--- src/rtl/fir_out_decim.sv ---
// fir_out_decim: output stage after the FIR socket.
//   Keeps every DECIM-th strobed input sample, round-scales it by SHIFT, saturates it to
//   OUT_WIDTH bits and queues it in a DEPTH-word first-word-fall-through FIFO.
// Ports:
//   clk, rst_n             clock, asynchronous active-low reset
//   in_sample, in_valid    filtered sample and its one-cycle strobe
//   out_data, out_valid    FIFO head and non-empty flag
//   out_ready              consumer accepts out_data this cycle
//   count                  FIFO occupancy
//   sat                    pulse: stage-1 register holds a clipped value
//   overflow               sticky: a kept sample was dropped on a full FIFO
module fir_out_decim #(
  parameter int unsigned WIDTH     = 24,
  parameter int unsigned OUT_WIDTH = 16,
  parameter int unsigned SHIFT     = 8,
  parameter int unsigned DECIM     = 4,
  parameter int unsigned DEPTH     = 4
) (
  input  logic                         clk,
  input  logic                         rst_n,
  input  logic [WIDTH-1:0]             in_sample,
  input  logic                         in_valid,
  output logic [OUT_WIDTH-1:0]         out_data,
  output logic                         out_valid,
  input  logic                         out_ready,
  output logic [$clog2(DEPTH+1)-1:0]   count,
  output logic                         sat,
  output logic                         overflow
);

  localparam int unsigned PhW   = (DECIM > 1) ? $clog2(DECIM) : 1;
  localparam int unsigned PtrW  = $clog2(DEPTH);
  localparam int unsigned CntW  = $clog2(DEPTH + 1);
  localparam int unsigned RndSh = (SHIFT > 0) ? SHIFT - 1 : 0;
  localparam logic [WIDTH:0] Rnd = (SHIFT > 0) ? ((WIDTH + 1)'(1) << RndSh) : '0;
  localparam logic signed [WIDTH:0] MaxV = (WIDTH + 1)'((2 ** (OUT_WIDTH - 1)) - 1);
  localparam logic signed [WIDTH:0] MinV = ~MaxV;

  // Decimation phase
  logic [PhW-1:0] phase_q, phase_d;
  logic           keep;

  // Stage 1
  logic                 s1_valid_q, s1_valid_d;
  logic [OUT_WIDTH-1:0] s1_data_q, s1_data_d;
  logic                 sat_q, sat_d;
  logic signed [WIDTH:0] ext, sum, scaled, clip_v;
  logic                  clipped;

  // FIFO
  logic [OUT_WIDTH-1:0] mem_q [DEPTH];
  logic [OUT_WIDTH-1:0] mem_d [DEPTH];
  logic [PtrW-1:0]      wr_ptr_q, wr_ptr_d, rd_ptr_q, rd_ptr_d, rd_nxt;
  logic [CntW-1:0]      count_q, count_d;
  logic [OUT_WIDTH-1:0] out_data_q, out_data_d;
  logic                 overflow_q, overflow_d;
  logic                 push, pop, full, accept;

  always_comb begin
    phase_d = phase_q;
    if (in_valid) begin
      phase_d = (phase_q == PhW'(DECIM - 1)) ? '0 : phase_q + 1'b1;
    end
  end

  assign keep = in_valid && (phase_q == '0);

  // Round half up: add half an LSB of the scaled result, then arithmetic shift.
  always_comb begin
    ext     = $signed({in_sample[WIDTH-1], in_sample});
    sum     = ext + $signed(Rnd);
    scaled  = sum >>> SHIFT;
    clip_v  = scaled;
    clipped = 1'b0;
    if (scaled > MaxV) begin
      clip_v  = MaxV;
      clipped = 1'b1;
    end else if (scaled < MinV) begin
      clip_v  = MinV;
      clipped = 1'b1;
    end
  end

  always_comb begin
    s1_valid_d = keep;
    s1_data_d  = keep ? OUT_WIDTH'(clip_v) : s1_data_q;
    sat_d      = keep & clipped;
  end

  assign push   = s1_valid_q;
  assign pop    = (count_q != '0) && out_ready;
  assign full   = (count_q == CntW'(DEPTH));
  // A push into a full FIFO is still taken when the head leaves on the same edge.
  assign accept = push && (!full || pop);
  assign rd_nxt = rd_ptr_q + 1'b1;

  always_comb begin
    mem_d      = mem_q;
    wr_ptr_d   = wr_ptr_q;
    rd_ptr_d   = rd_ptr_q;
    count_d    = count_q;
    out_data_d = out_data_q;
    overflow_d = overflow_q | (push & full & ~pop);
    if (accept) begin
      mem_d[wr_ptr_q] = s1_data_q;
      wr_ptr_d        = wr_ptr_q + 1'b1;
    end
    if (pop) begin
      rd_ptr_d = rd_nxt;
    end
    unique case ({accept, pop})
      2'b10:   count_d = count_q + 1'b1;
      2'b01:   count_d = count_q - 1'b1;
      default: count_d = count_q;
    endcase
    // Registered head: follows the next stored word, or the incoming word when it
    // becomes the head; otherwise holds its last value.
    if (pop) begin
      if (count_q > CntW'(1)) begin
        out_data_d = mem_q[rd_nxt];
      end else if (accept) begin
        out_data_d = s1_data_q;
      end
    end else if ((count_q == '0) && accept) begin
      out_data_d = s1_data_q;
    end
  end

  always_ff @(posedge clk or negedge rst_n) begin
    if (!rst_n) begin
      phase_q    <= '0;
      s1_valid_q <= 1'b0;
      s1_data_q  <= '0;
      sat_q      <= 1'b0;
      wr_ptr_q   <= '0;
      rd_ptr_q   <= '0;
      count_q    <= '0;
      out_data_q <= '0;
      overflow_q <= 1'b0;
      for (int i = 0; i < DEPTH; i++) begin
        mem_q[i] <= '0;
      end
    end else begin
      phase_q    <= phase_d;
      s1_valid_q <= s1_valid_d;
      s1_data_q  <= s1_data_d;
      sat_q      <= sat_d;
      wr_ptr_q   <= wr_ptr_d;
      rd_ptr_q   <= rd_ptr_d;
      count_q    <= count_d;
      out_data_q <= out_data_d;
      overflow_q <= overflow_d;
      mem_q      <= mem_d;
    end
  end

  assign out_data  = out_data_q;
  assign out_valid = (count_q != '0);
  assign count     = count_q;
  assign sat       = sat_q;
  assign overflow  = overflow_q;

endmodule

--- config.mk ---
export PLATFORM = sky130hd
export DESIGN_NAME = fir_out_decim
export DESIGN_NICKNAME = d
export VERILOG_FILES = /design/src/rtl/fir_out_decim.sv
export SDC_FILE = /design/constraint.sdc
export NUM_CORES = 1
export LEC_CHECK = 0
export ABC_AREA = 1
export CORE_MARGIN = 8
export CORE_UTILIZATION = 45
export DETAILED_ROUTE_END_ITERATION = 7
export PLACE_DENSITY = 0.65
export SLEW_MARGIN = 15
export SYNTH_ARGS = -nofsm -noshare
export SYNTH_HDL_FRONTEND = slang
export SYNTH_SLANG_ARGS = --single-unit
export TNS_END_PERCENT = 1
--- constraint.sdc ---
create_clock -name clk -period 3 [get_ports clk]
set_input_delay 0.45 -clock clk [delete_from_list [all_inputs] [get_ports clk]]
set_output_delay 0.45 -clock clk [all_outputs]
set_load 0.03 [all_outputs]
Word level (Yosys, flattened, before mapping)
Cells that the tools add are included.
{"block": "word_totals", "ff_bits": 108, "wordCells": 66, "in_bits": 28, "out_inout_bits": 22}
{"block": "op_classes", "mux": 16, "eq_ne": 5, "n_bitwise": 7, "add_sub_neg": 6, "reduce_logical": 13, "order_cmp": 6}
{"operator": "16-bit 2-to-1 mux", "count": 9}
{"operator": "64-bit bitwise mux", "count": 1}
{"operator": "16-bit binary-select mux with 2-bit select", "count": 1}
{"operator": "16-bit demux with 2-bit select", "count": 1}
{"operator": "24-bit by 9-bit adder with 25-bit output, second input constant", "count": 1}
{"operator": "17-bit by 16-bit > comparator with 1-bit output, second input constant", "count": 1}
{"operator": "17-bit by 16-bit < comparator with 1-bit output, second input constant", "count": 1}
{"operator": "2-bit by 1-bit adder with 2-bit output, second input constant", "count": 3}
{"operator": "3-bit greater-or-equal comparator, second input constant", "count": 2}
{"operator": "2-bit inverter with 3-bit output", "count": 2}
{"operator": "3-bit case mux with 2 select lines", "count": 1}
{"operator": "1-bit logical AND", "count": 5}
{"operator": "2-bit equality test, second input constant", "count": 2}
{"operator": "2-bit nonzero test", "count": 2}
{"operator": "3-bit by 1-bit adder with 3-bit output, second input constant", "count": 1}
{"operator": "1-bit AND", "count": 3}
{"operator": "3-bit equality test, second input constant", "count": 1}
{"operator": "3-bit by 1-bit > comparator with 1-bit output, second input constant", "count": 1}
{"operator": "3-bit logical NOT", "count": 1}
{"operator": "3-bit by 1-bit < comparator with 1-bit output, second input constant", "count": 1}
{"operator": "3-bit by 1-bit != test with 1-bit output, second input constant", "count": 1}
{"operator": "3-bit nonzero test", "count": 1}
{"operator": "3-bit by 1-bit subtractor with 3-bit output, second input constant", "count": 1}
{"operator": "2-bit by 1-bit equality test with 1-bit output, second input constant", "count": 1}
{"operator": "8 further kinds", "count": 9}

Depth between registers and ports, before layout
{"block": "logic_depth", "depth_word": 7, "ltp_mapped": 12, "mapped_depth_nobuf": 11}

Worst setup path before layout
Ideal clock, no wire load.
{"block": "synth_timing", "path_type": "reg-to-reg", "from": "register count_q[0], in the netlist count[0]", "to": "register count_q[2], in the netlist count[2]", "setup_ns": 0.119, "arrival_ns": 1.931, "path_buffers": 0, "stages_incl_launch_ff": 11, "slack_ns": 0.951, "path_cell_list": "dfrtp_1 inv_1 ha_1 nand2_2 nand2_2 inv_1 ha_1 nor2_1 o21ai_0 xor2_1 inv_1"}
{"block": "synth_between", "elab_chain_cells": 6, "elab_cells_between_ends": 12, "classes_between": "2 x add/sub; 3 x eq/ne; 1 x mux; 6 x reduce/logical"}
{"element": "start: declaration", "line": "54", "text": "logic [CntW-1:0] count_q, count_d;"}
{"element": "start signal: assignment", "line": "150", "text": "count_q <= count_d;"}
{"element": "3-bit nonzero test *"}
{"element": "via out_valid", "line": "24", "text": "output logic out_valid,"}
{"element": "1-bit logical AND *", "line": "91", "text": "assign pop = (count_q != '0) && out_ready;"}
{"element": "via pop", "line": "57", "text": "logic push, pop, full, accept;"}
{"element": "1-bit logical OR", "line": "94", "text": "assign accept = push && (!full || pop);"}
{"element": "1-bit logical AND", "line": "94"}
{"element": "2-bit by 1-bit equality test with 1-bit output / 2-bit equality test (equally long branches)", "line": "111", "text": "unique case ({accept, pop})"}
{"element": "3-bit case mux with 2 select lines / 2-bit nonzero test (equally long branches)"}
Mark *: on every way through the listed nets, which the timed path passes. The rest lies on a longest branch.
A chain may end at the register's enable or synchronous reset.

Final worst setup path
{"block": "layout_timing", "from": "register count_q[0], in the netlist count[0]", "to": "output out_valid"}
{"block": "layout_between", "elab_chain_cells": 1}
{"element": "3-bit nonzero test", "line": "158", "text": "assign out_valid = (count_q != '0);"}
{"element": "end: declaration", "line": "24"}
No other way between the ends.

==> impl_metrics.ini <==
[yosys]
synthTopCellsByCount = nand2_1, dfrtp_1, o21ai_0
yosysSeqAreaShare_pct = 50.34
async_reset_ff_share_pct = 100.0
yosysTopAreaCell = dfrtp_1
synth_nets = 701
netlist_area_mm2 = 0.005369
yosysWarnings = 0
syn_inst = 661
synthFlopType = dfrtp_1
synth_top_area_share_pct = 50.34
synth.area.top_cells = dfrtp_1, nand2_1, o21ai_0
synth_area_per_cell_um2 = 8.122
synth_cell_types = 30
yosysMostFrequentCell = nand2_1
synth_edf_count = 0
synth_seq_cells = 108

[finish]
fill_cells = 1102
post-route-util_pct = 52.62
antenna_cells = 0
nets = 740
drive_above_1_share_pct = 8.108
area_growth_pct = 15.75
design_area_mm2 = 0.006215

[clock_network]
cts_buffers = 9
cts_tree = done
cts_buffer_depth = 2
clk_pin_slew_ps = 70
clock-sinks = 108
h-tree-depth = 3
clk_latency_ps = 340
post-cts-setup-buffers = 0
post_cts_resize_count = 0
cts-root-buf = clkbuf_16
cts_hold_buf = 0

[route]
drc = 0
num_vias = 4322
vias_per_cell = 5.085
routed_wl_mm = 11.69
drtIter0Drc = 303
drt-pass1-iter-count = 7
postRouteAntennaNets = 0
detail_route.wl_per_cell_um = 13.75

[worst_hold_path]
worstHoldPathType = in -> async

[setup_path]
cp.depth = 4
critical_path_class = reg -> out
crit_fanout = 6
cp_top_family = buffers and inverters
rr_worst_depth = 9
cp_cell_sequence = inv_1 -> ha_1 -> nand2_2 -> clkdlybuf4s50_1
cp-end-kind = output pin
required_ps = 2550
arrival_ps = 1900
cp-start-kind = register
cp_slowest_cell = clkdlybuf4s50_1
cpPeakStageDelay_ps = 670
worst-path-buf-inv = 2

[global_routing]
grt_max_degree = 61
grt_overflow = 0
antenna_found_initial = 0
grt.total_usage_pct = 15.49
grt_pass1_wl_mm = 20.16
grt_pass1_vias = 4346

[place]
placed_cell_area_mm2 = 0.005924
port_buffers = 42
dp_slack_ps = 593.0
hpwl_mm = 8.322
place.gp.congestion = 0.7802

[timing]
fmax_ghz = 0.4264
hold_violations = 0
fin_tns_setup_ps = 0
worst_pin_slew_ps = 785.0
rsz0062_at_grt = false
max_slew_margin_pct = 47.61
min_period_over_period_pct = 78.18
min_period_ps = 2345
worst_slack_ps = 654.5
skew_ps = 8.776
finalMaxSlewViolations = 0
setup_viol = 0

[floorplanning]
coreArea_mm2 = 0.01181
die_w_um = 125.2
initial_core_util_pct = 45.46
io_pins = 50
row_count = 40
fp.dieH_um = 125.2
dieArea_mm2 = 0.01568

[job]
drv_cap = 0

[power]
ir_worst_vdd_uv = 397.8
p_total_mw = 6.631
power.leakage_nw = 3.037
p_per_area_mw_per_mm2 = 1067

[status]
status = finished, final reports clean
-- layout make-up --
class / instances / area (um^2) / area share [%]
multi-input cells: 466 / 2288 / 36.82
clock inverters: 4 / 51.30 / 0.8254
flip-flops and latches: 108 / 2703 / 43.49
repair buffers: 54 / 520.5 / 8.375
well taps: 147 / 183.9 / 2.960
clock buffers: 10 / 239.0 / 3.845
inverters: 61 / 229.0 / 3.684
-- per-stage QoR --
stage | hold slack (ps) | instances
3_5_place_dp | 464.0 | 836
4_1_cts | 143.2 | 850
5_1_grt | 179.0 | 850
2_1_floorplan | 154.4 | 661
6_report | 124.3 | 850
3_3_place_gp | 454.0 | 836
-- registers in the layout (all words and copies together) (netlist names), 2 cells and up --
register and cells:
count 3, s1_data_q 16, phase_q 2, rd_ptr_q 2, mem_q 64, wr_ptr_q 2
out_data 16
-- report_power, final --
| group | internal [mW] | total (mW) | leakage [nW] | switching, mW |
|---|---|---|---|---|
| clock | 0.661 | 1.16 | 0.140 | 0.504 |
| combinational | 1.10 | 2.93 | 1.59 | 1.82 |
| sequential | 2.15 | 2.54 | 1.31 | 0.386 |
-- placed cells by master (no fill, tap or decap), types with 6 or more instances in the layout --
cell,synthesis,layout
a22oi_1,14,14
dfrtp_1,108,108
inv_1,55,55
nor2_1,31,31
nand3_1,27,27
buf_4,1,12
clkdlybuf4s50_1,0,41
nor2_2,6,6
or2_2,11,11
nand2_1,233,233
xor2_1,9,9
clkbuf_16,0,9
ha_1,12,12
o21ai_0,88,88
o211ai_1,12,12
xnor2_1,7,7
-- per-layer routing --
metal | vias up | global-route usage [%] | part of all wire (%) | wire [um]
met3 | 13 | 3.357 | 4.7 | 552
met4 | 0 | 5.086 | 1.4 | 169
li1 | 2180 | - | - | -
met2 | 100 | 26.37 | 47 | 5488
met5 | - | 0 | 0 | 0
met1 | 2029 | 19.11 | 47 | 5477
-- final timing paths --
| kind | slack, ps | end | from |
|---|---|---|---|
| hold / removal | 120 | mem_q[38]$_DFFE_PN0P_ | rst_n |
| setup reg to reg | 780 | out_data[0]$_DFFE_PN0P_ | rd_ptr_q[0]$_DFFE_PN0P_ |
| hold reg to reg | 480 | out_data[7]$_DFFE_PN0P_ | out_data[7]$_DFFE_PN0P_ |
| setup / recovery | 650 | out_valid | count[0]$_DFFE_PN0P_ |
| min in group clk | 480 | out_data[7]$_DFFE_PN0P_ | out_data[7]$_DFFE_PN0P_ |
| max in group asynchronous | 2150 | mem_q[25]$_DFFE_PN0P_ | rst_n |
-- cells by family after synthesis --
kind of cell | after synthesis | share of synthesized area (%)
adders and majority gates | 12 | 2.796
xor gates and xnor gates | 16 | 2.610
and+or+nand+nor | 319 | 24.31
DFF | 108 | 50.34
AOI/OAI and AO/OA | 119 | 12.91
buffers and inverters | 87 | 7.038
No activity file was read; power rests on OpenSTA's default activity.
